[src/rtl/game_move_pkg.sv]
// Shared types for the game move interface (move source, game core and bench).
// Move codes are 3 bits (idle gap or one of four directions); directions are 2 bits.
// code_to_dir maps a move code onto the direction driven toward the game.
package game_move_pkg;

  localparam int CODE_W = 3;
  localparam int DIR_W  = 2;

  typedef enum logic [CODE_W-1:0] {
    MV_IDLE = 3'd0,
    MV_N    = 3'd1,
    MV_S    = 3'd2,
    MV_E    = 3'd3,
    MV_W    = 3'd4
  } move_code_t;

  typedef enum logic [DIR_W-1:0] {
    N = 2'd0,
    S = 2'd1,
    E = 2'd2,
    W = 2'd3
  } dir_t;

  typedef enum logic [1:0] {
    LOAD = 2'd0,
    PLAY = 2'd1,
    GAP  = 2'd2,
    DONE = 2'd3
  } tx_state_t;

  // Idle and illegal codes map to N so the direction bus rests at 0.
  function automatic dir_t code_to_dir(input logic [CODE_W-1:0] code);
    case (code)
      MV_S:    return S;
      MV_E:    return E;
      MV_W:    return W;
      default: return N;
    endcase
  endfunction

  function automatic logic code_is_move(input logic [CODE_W-1:0] code);
    return (code >= MV_N) && (code <= MV_W);
  endfunction

  function automatic logic code_is_legal(input logic [CODE_W-1:0] code);
    return code <= MV_W;
  endfunction

endpackage

[src/rtl/game_move_buf.sv]
// Script buffer: DEPTH x CODE_W circular store with count, full/empty and flush.
// Latency: a write is visible at the head one cycle later; head and head+1 are read combinationally.
// Backpressure: none internally; the owner must not write when full or pop when empty.
// Ports: i_clock/i_reset, i_flush (clears pointers and count), i_wr_vld/i_wr_dat (push),
//   i_rd_pop (advance head), o_head_dat/o_next_dat (entries at rd_ptr and rd_ptr+1),
//   o_count, o_full, o_empty.
module game_move_buf
  import game_move_pkg::*;
#(
  parameter int DEPTH = 16
) (
  input  logic                     i_clock,
  input  logic                     i_reset,
  input  logic                     i_flush,
  input  logic                     i_wr_vld,
  input  logic [CODE_W-1:0]        i_wr_dat,
  input  logic                     i_rd_pop,
  output logic [CODE_W-1:0]        o_head_dat,
  output logic [CODE_W-1:0]        o_next_dat,
  output logic [$clog2(DEPTH):0]   o_count,
  output logic                     o_full,
  output logic                     o_empty
);

  localparam int PTR_W = $clog2(DEPTH);
  localparam logic [PTR_W-1:0] PTR_ONE = 1;
  localparam logic [PTR_W:0]   CNT_ONE = 1;
  localparam logic [PTR_W:0]   CNT_MAX = DEPTH[PTR_W:0];

  logic [CODE_W-1:0] r_mem [DEPTH];
  logic [PTR_W-1:0]  r_wr_ptr;
  logic [PTR_W-1:0]  r_rd_ptr;
  logic [PTR_W:0]    r_count;
  logic [PTR_W-1:0]  w_rd_ptr_nxt;

  assign w_rd_ptr_nxt = r_rd_ptr + PTR_ONE;

  // Storage carries no reset; stale entries are never read because count gates playback.
  always_ff @(posedge i_clock) begin
    if (i_wr_vld && !i_flush) begin
      r_mem[r_wr_ptr] <= i_wr_dat;
    end
  end

  always_ff @(posedge i_clock or posedge i_reset) begin
    if (i_reset) begin
      r_wr_ptr <= '0;
      r_rd_ptr <= '0;
      r_count  <= '0;
    end else if (i_flush) begin
      r_wr_ptr <= '0;
      r_rd_ptr <= '0;
      r_count  <= '0;
    end else begin
      if (i_wr_vld) begin
        r_wr_ptr <= r_wr_ptr + PTR_ONE;
      end
      if (i_rd_pop) begin
        r_rd_ptr <= w_rd_ptr_nxt;
      end
      case ({i_wr_vld, i_rd_pop})
        2'b10:   r_count <= r_count + CNT_ONE;
        2'b01:   r_count <= r_count - CNT_ONE;
        default: r_count <= r_count;
      endcase
    end
  end

  assign o_head_dat = r_mem[r_rd_ptr];
  assign o_next_dat = r_mem[w_rd_ptr_nxt];
  assign o_count    = r_count;
  assign o_full     = (r_count == CNT_MAX);
  assign o_empty    = (r_count == '0);

endmodule

[src/rtl/game_move_tx.sv]
// Move source: buffers a script of move codes, then plays it into the game one move per handshake.
// Latency: first move valid the cycle after start; one move per cycle with mv_ready high; IDLE_CYCLES low per gap code.
// Backpressure: mv_valid/mv_dir held until mv_ready; load_ready drops when full or not loading.
// Ports: clock/reset; load_valid/load_code/load_ready script input; start/abort control;
//   busy/done status; mv_valid/mv_dir/mv_ready move output; moves_sent counter; code_err sticky flag.
module game_move_tx
  import game_move_pkg::*;
#(
  parameter int DEPTH       = 16,
  parameter int IDLE_CYCLES = 4,
  parameter int CNT_W       = 8
) (
  input  logic              clock,
  input  logic              reset,
  input  logic              load_valid,
  input  logic [CODE_W-1:0] load_code,
  output logic              load_ready,
  input  logic              start,
  input  logic              abort,
  output logic              busy,
  output logic              done,
  output logic              mv_valid,
  output logic [DIR_W-1:0]  mv_dir,
  input  logic              mv_ready,
  output logic [CNT_W-1:0]  moves_sent,
  output logic              code_err
);

  localparam int BCNT_W = $clog2(DEPTH) + 1;
  localparam int GAP_W  = (IDLE_CYCLES > 1) ? $clog2(IDLE_CYCLES) : 1;
  localparam logic [GAP_W-1:0]  GAP_LOAD  = GAP_W'(IDLE_CYCLES - 1);
  localparam logic [GAP_W-1:0]  GAP_ONE   = 1;
  localparam logic [CNT_W-1:0]  MOVES_ONE = 1;
  localparam logic [BCNT_W-1:0] BUF_ONE   = 1;
  localparam logic              ONE_IDLE  = (IDLE_CYCLES == 1);

  tx_state_t          r_state;
  logic [GAP_W-1:0]   r_gap_cnt;
  logic               r_mv_valid;
  dir_t               r_mv_dir;
  logic               r_done;
  logic [CNT_W-1:0]   r_moves_sent;
  logic               r_code_err;

  logic [CODE_W-1:0]  w_head;
  logic [CODE_W-1:0]  w_next;
  logic [CODE_W-1:0]  w_start_head;
  logic [BCNT_W-1:0]  w_count;
  logic               w_full;
  logic               w_empty;
  logic               w_load_acc;
  logic               w_legal;
  logic               w_wr;
  logic               w_hs;
  logic               w_pop;
  logic               w_flush;
  logic               w_last;

  assign load_ready   = (r_state == LOAD) && !w_full;
  assign w_load_acc   = load_valid && load_ready;
  assign w_legal      = code_is_legal(load_code);
  assign w_wr         = w_load_acc && w_legal;
  assign w_hs         = r_mv_valid && mv_ready;
  assign w_flush      = abort || (r_state == DONE);
  assign w_last       = (w_count == BUF_ONE);
  // An empty buffer started together with a load plays the code being written.
  assign w_start_head = w_empty ? load_code : w_head;

  // Pop when the head move is taken, or when an idle entry's gap has elapsed.
  always_comb begin
    w_pop = 1'b0;
    case (r_state)
      PLAY:    w_pop = code_is_move(w_head) ? w_hs : ONE_IDLE;
      GAP:     w_pop = (r_gap_cnt == GAP_ONE);
      default: w_pop = 1'b0;
    endcase
  end

  game_move_buf #(
    .DEPTH (DEPTH)
  ) u_buf (
    .i_clock    (clock),
    .i_reset    (reset),
    .i_flush    (w_flush),
    .i_wr_vld   (w_wr),
    .i_wr_dat   (load_code),
    .i_rd_pop   (w_pop),
    .o_head_dat (w_head),
    .o_next_dat (w_next),
    .o_count    (w_count),
    .o_full     (w_full),
    .o_empty    (w_empty)
  );

  // mv_valid/mv_dir are registered with a one-entry lookahead (head+1 on pop) so the
  // next move appears the cycle after a handshake without any path from mv_ready.
  // The PLAY cycle on an idle entry is the first low cycle of the gap, so GAP
  // itself lasts IDLE_CYCLES-1 cycles.
  always_ff @(posedge clock or posedge reset) begin
    if (reset) begin
      r_state      <= LOAD;
      r_gap_cnt    <= '0;
      r_mv_valid   <= 1'b0;
      r_mv_dir     <= N;
      r_done       <= 1'b0;
      r_moves_sent <= '0;
      r_code_err   <= 1'b0;
    end else begin
      r_done <= 1'b0;
      if (w_hs && (r_moves_sent != '1)) begin
        r_moves_sent <= r_moves_sent + MOVES_ONE;
      end
      if (w_load_acc && !w_legal) begin
        r_code_err <= 1'b1;
      end
      if (abort) begin
        r_state    <= LOAD;
        r_mv_valid <= 1'b0;
        r_mv_dir   <= N;
      end else begin
        case (r_state)
          LOAD: begin
            if (start) begin
              if (!w_empty || w_wr) begin
                r_state    <= PLAY;
                r_mv_valid <= code_is_move(w_start_head);
                r_mv_dir   <= code_to_dir(w_start_head);
              end else begin
                r_state <= DONE;
                r_done  <= 1'b1;
              end
            end
          end
          PLAY, GAP: begin
            if (w_pop) begin
              if (w_last) begin
                r_state    <= DONE;
                r_done     <= 1'b1;
                r_mv_valid <= 1'b0;
                r_mv_dir   <= N;
              end else begin
                r_state    <= PLAY;
                r_mv_valid <= code_is_move(w_next);
                r_mv_dir   <= code_to_dir(w_next);
              end
            end else if ((r_state == PLAY) && !code_is_move(w_head)) begin
              r_state   <= GAP;
              r_gap_cnt <= GAP_LOAD;
            end else if (r_state == GAP) begin
              r_gap_cnt <= r_gap_cnt - GAP_ONE;
            end
          end
          DONE:    r_state <= LOAD;
          default: r_state <= LOAD;
        endcase
      end
    end
  end

  assign busy       = (r_state == PLAY) || (r_state == GAP);
  assign done       = r_done;
  assign mv_valid   = r_mv_valid;
  assign mv_dir     = r_mv_dir;
  assign moves_sent = r_moves_sent;
  assign code_err   = r_code_err;

endmodule

[config.mk]
export PLATFORM = sky130hd
export DESIGN_NAME = game_move_tx
export DESIGN_NICKNAME = d
export VERILOG_FILES = /design/src/rtl/game_move_pkg.sv /design/src/rtl/game_move_buf.sv /design/src/rtl/game_move_tx.sv
export SDC_FILE = /design/constraint.sdc
export NUM_CORES = 1
export LEC_CHECK = 0
export ABC_AREA = 1
export CORE_UTILIZATION = 40
export DETAILED_ROUTE_END_ITERATION = 6
export GPL_TIMING_DRIVEN = 0
export MAX_ROUTING_LAYER = met4
export SLEW_MARGIN = 15
export SYNTH_ARGS = -nofsm -noshare
export SYNTH_HDL_FRONTEND = slang
export SYNTH_SLANG_ARGS = --single-unit
[constraint.sdc]
create_clock -name clock -period 2.64 [get_ports clock]
set_input_delay 0.528 -clock clock [delete_from_list [all_inputs] [get_ports clock]]
set_output_delay 0.528 -clock clock [all_outputs]
set_load 0.01 [all_outputs]
==> flow_summary.json <==
{
  "cts_tree": "done",
  "crit_path_start_kind": "register",
  "final_core_util_pct": 51.62,
  "setup.worst_path.end_class": "register",
  "wirelength_um": 12270,
  "async_flop_share_pct": 38.46,
  "postSynthNetCount": 564,
  "grt_pass1_vias": 3590,
  "ys.warnings.count": 0,
  "tightest_slew_ns": 0.7892,
  "dieArea_sq_um": 11900,
  "syn_inst": 540,
  "antenna_cells": 0,
  "io_pins": 24,
  "register_area_sq_um": 2192,
  "hold_path.class": "register to register",
  "cts_max_level": 3,
  "fmax_mhz": 379.3,
  "die_h_um": 109.1,
  "n_fill_cell": 1023,
  "finalWeightedCongestion": 0.9443,
  "worstPathArrival_ns": 2.86,
  "dp.cells": 702,
  "outcome": "finished, final reports clean",
  "drtIter0Drc": 321,
  "synth_cell_type_count": 40,
  "final_cell_area_sq_um": 5669,
  "pwr_density_cell_nw_per_um2": 716.3,
  "multiInputGateArea_sq_um": 2113,
  "nNetsFinal": 615,
  "synth_ff_type": "edfxtp_1",
  "cts_sinks": 78,
  "grt_setup_unrepaired": "yes",
  "rows": 38,
  "crit_type": "register to register",
  "final-max-slew-violation-count": 0,
  "insertion_delay_ns": 0.34,
  "grt_use_met2_pct": 31.76,
  "cts-root-buf": "clkbuf_16",
  "p_leak_nw": 2.453,
  "relSlewSlack_pct": 47.39,
  "place_area_sq_um": 4982,
  "drc": 0,
  "max_cap_violations": 0,
  "vias": 3854,
  "skew_ns": 0.007112,
  "layout-drive-gt1-share_pct": 20.13,
  "crit_chain": "buf_8 > inv_8 > buf_8 > nand2_1 > nand3_1 > nand3_1 > nand3_2 > nand2_4 > nor2_4 > nand2_2 > nand3_2 > nand2_2 > nand2_4 > clkinv_4 > ha_4 > inv_4 > nand2_4 > o32ai_2 > nand2_1 > o21ai_1 > a21oi_1",
  "setup_tns_ns": 0,
  "cpPeakStageDelay_ns": 0.40,
  "antenna_found_initial": 0,
  "vdd_drop_max_uv": 477.9,
  "crit_family": "simple AND/OR/NAND/NOR gates",
  "area_growth_pct": 23.60,
  "finalSetupViolCount": 0,
  "io_buffers": 22,
  "ys_top_cells_by_area": "edfxtp_1 (31%), dfrtp_1 (16%), nand2_1 (9.6%)",
  "hpwl_um": 8690,
  "synth_top_area_share_pct": 31.42,
  "ant_nets": 0,
  "synth_edf_count": 48,
  "yosys.area.top_type": "edfxtp_1",
  "grt_busiest_layer": "met1",
  "crit_fanout": 7,
  "numCtsBuffers": 9,
  "place_ws_ns": -0.8552,
  "path_buf_inv": 5,
  "fp.dieW_um": 109.1,
  "grt_pass1_wl_um": 19110,
  "grt_util_all_layers_pct": 22.52,
  "via_per_inst": 5.236,
  "required_ns": 2.86,
  "grt_util_met1_pct": 32.28,
  "routedWlPerCell_um": 16.68,
  "cts.clk_slew.worst_paths_ns": 0.06,
  "hold_buffers": 0,
  "start_util_pct": 41.76,
  "met3_usage_pct": 4.363,
  "firstDrtPassIters": 5,
  "cts_buffer_depth": 2,
  "synth.avg_cell_area_sq_um": 8.494,
  "crit_slowest_cell": "dfrtp_1",
  "netlist_area_sq_um": 4587,
  "period_share_pct": 99.85,
  "ys_seq_area_share_pct": 47.79,
  "ys_ff_latch": 78,
  "instances_no_fill": 736,
  "finalCriticalPeriod_ns": 2.636,
  "layout_setup_ws_ns": 0.003884,
  "final-hold-violation-count": 0,
  "core_sq_um": 10980,
  "grt_max_degree": 31,
  "grt_overflow": 0,
  "critPathMostFrequentCell": "nand2_4"
}
-- kinds of logic after synthesis --
family                   share of synthesized area, %
flip-flops                                      47.79
AND/OR/NAND/NOR                                 22.83
adder cells (fa/ha/maj)                         4.092
buffers and inverters                           10.47
XOR/XNOR                                        2.482
AO/OA/AOI/OAI                                   12.33
-- cell usage after synthesis (4+ instances only) --
| cell type | n |
|---|---|
| o21ai_1 | 18 |
| o211ai_1 | 9 |
| o21ai_0 | 30 |
| nor2_1 | 31 |
| xor2_1 | 4 |
| buf_6 | 11 |
| dfrtp_1 | 30 |
| nand2_2 | 7 |
| edfxtp_1 | 48 |
| nand2_1 | 117 |
| inv_1 | 78 |
| nand3_1 | 68 |
| ha_1 | 15 |
| o22ai_1 | 4 |
| nand3_2 | 5 |
| xnor2_1 | 4 |
| inv_2 | 5 |
| a21oi_1 | 26 |
-- power by group --
group	switching [mW]	internal [mW]	total, mW
logic	0.832	0.588	1.42
registers	0.0932	1.40	1.50
clock network	0.481	0.664	1.15
-- metal layers --
metal | vias up | wire length, um | share of wire [%]
li1 | 1892 | - | -
met1 | 1835 | 5803 | 47
met2 | 108 | 5457 | 44
met3 | 19 | 782 | 6.4
met4 | 0 | 230 | 1.9
met5 | - | 0 | 0
-- flip-flops by register name, indices dropped and copies added (netlist names) --
register / flops
u_buf.r_mem: 48
moves_sent: 8
u_buf.o_count: 5
u_buf.r_rd_ptr: 4
u_buf.r_wr_ptr: 4
mv_dir: 2
r_gap_cnt: 2
r_state: 2
code_err: 1
done: 1
mv_valid: 1
-- final cells by class --
class | instances | area share [%]
plain buffers | 18 | 3.377
inverters | 85 | 5.893
multi-input cells | 359 | 37.28
flip-flops and latches | 78 | 38.67
well taps | 140 | 3.090
repair buffers | 40 | 6.930
clock inverters | 3 | 0.3531
clock buffers | 13 | 4.414
-- cells in the final DEF, fill, tap and decap left out, types with 3 or more instances in the layout --
cell	count
inv_1	74
buf_2	3
nand2_1	111
a21oi_1	26
nor2_4	5
dfrtp_1	30
buf_8	6
xnor2_1	4
nor2_2	10
o21ai_2	7
clkdlybuf4s50_1	18
inv_2	8
o211ai_1	9
dlygate4sd2_1	3
buf_6	5
clkbuf_1	4
o21ai_1	17
nand3_2	17
nor2_1	18
nand2_4	6
edfxtp_1	48
ha_1	14
nand3_1	56
nand2_2	7
o22ai_1	4
xor2_1	4
clkbuf_16	11
o21ai_0	27
buf_4	16
-- timing repair --
| item | in CTS | in global routing |
|---|---|---|
| endpoints found under the hold margin | 0 | 0 |
| resized for setup | 15 | 60 |
| pin swaps | 4 | 19 |
| setup endpoints to repair | 39 | 45 |
| buffers inserted | 2 | 14 |
| gates cloned | 0 | 2 |
-- final timing paths --
| path | start | end | slack (ns) | depth (start not counted) |
|---|---|---|---|---|
| worst min register to register | code_err$_DFFE_PP0P_ | code_err$_DFFE_PP0P_ | 0.48 | 1 |
| worst max-delay path | u_buf.r_rd_ptr[0]$_DFFE_PP0P_ | u_buf.o_count[4]$_DFFE_PP0P_ | 0.004 | 21 |
| worst max register to register | u_buf.r_rd_ptr[0]$_DFFE_PP0P_ | u_buf.o_count[4]$_DFFE_PP0P_ | 0.004 | 21 |
| max in group asynchronous | reset | u_buf.r_rd_ptr[3]$_DFFE_PP0P_ | 1.61 | 2 |
| worst min-delay path | code_err$_DFFE_PP0P_ | code_err$_DFFE_PP0P_ | 0.48 | 1 |
| min in group asynchronous | reset | done$_DFF_PP0_ | 0.60 | 2 |
-- per-stage QoR --
stage          total power, mW  hold slack, ns
3_5_place_dp             2.790          0.4672
3_3_place_gp             2.773          0.4624
6_report                 4.061          0.4783
4_1_cts                  3.954          0.4850
5_1_grt                  4.321          0.5161
2_1_floorplan            2.385          0.4588
No activity file was read; power rests on OpenSTA's default activity.
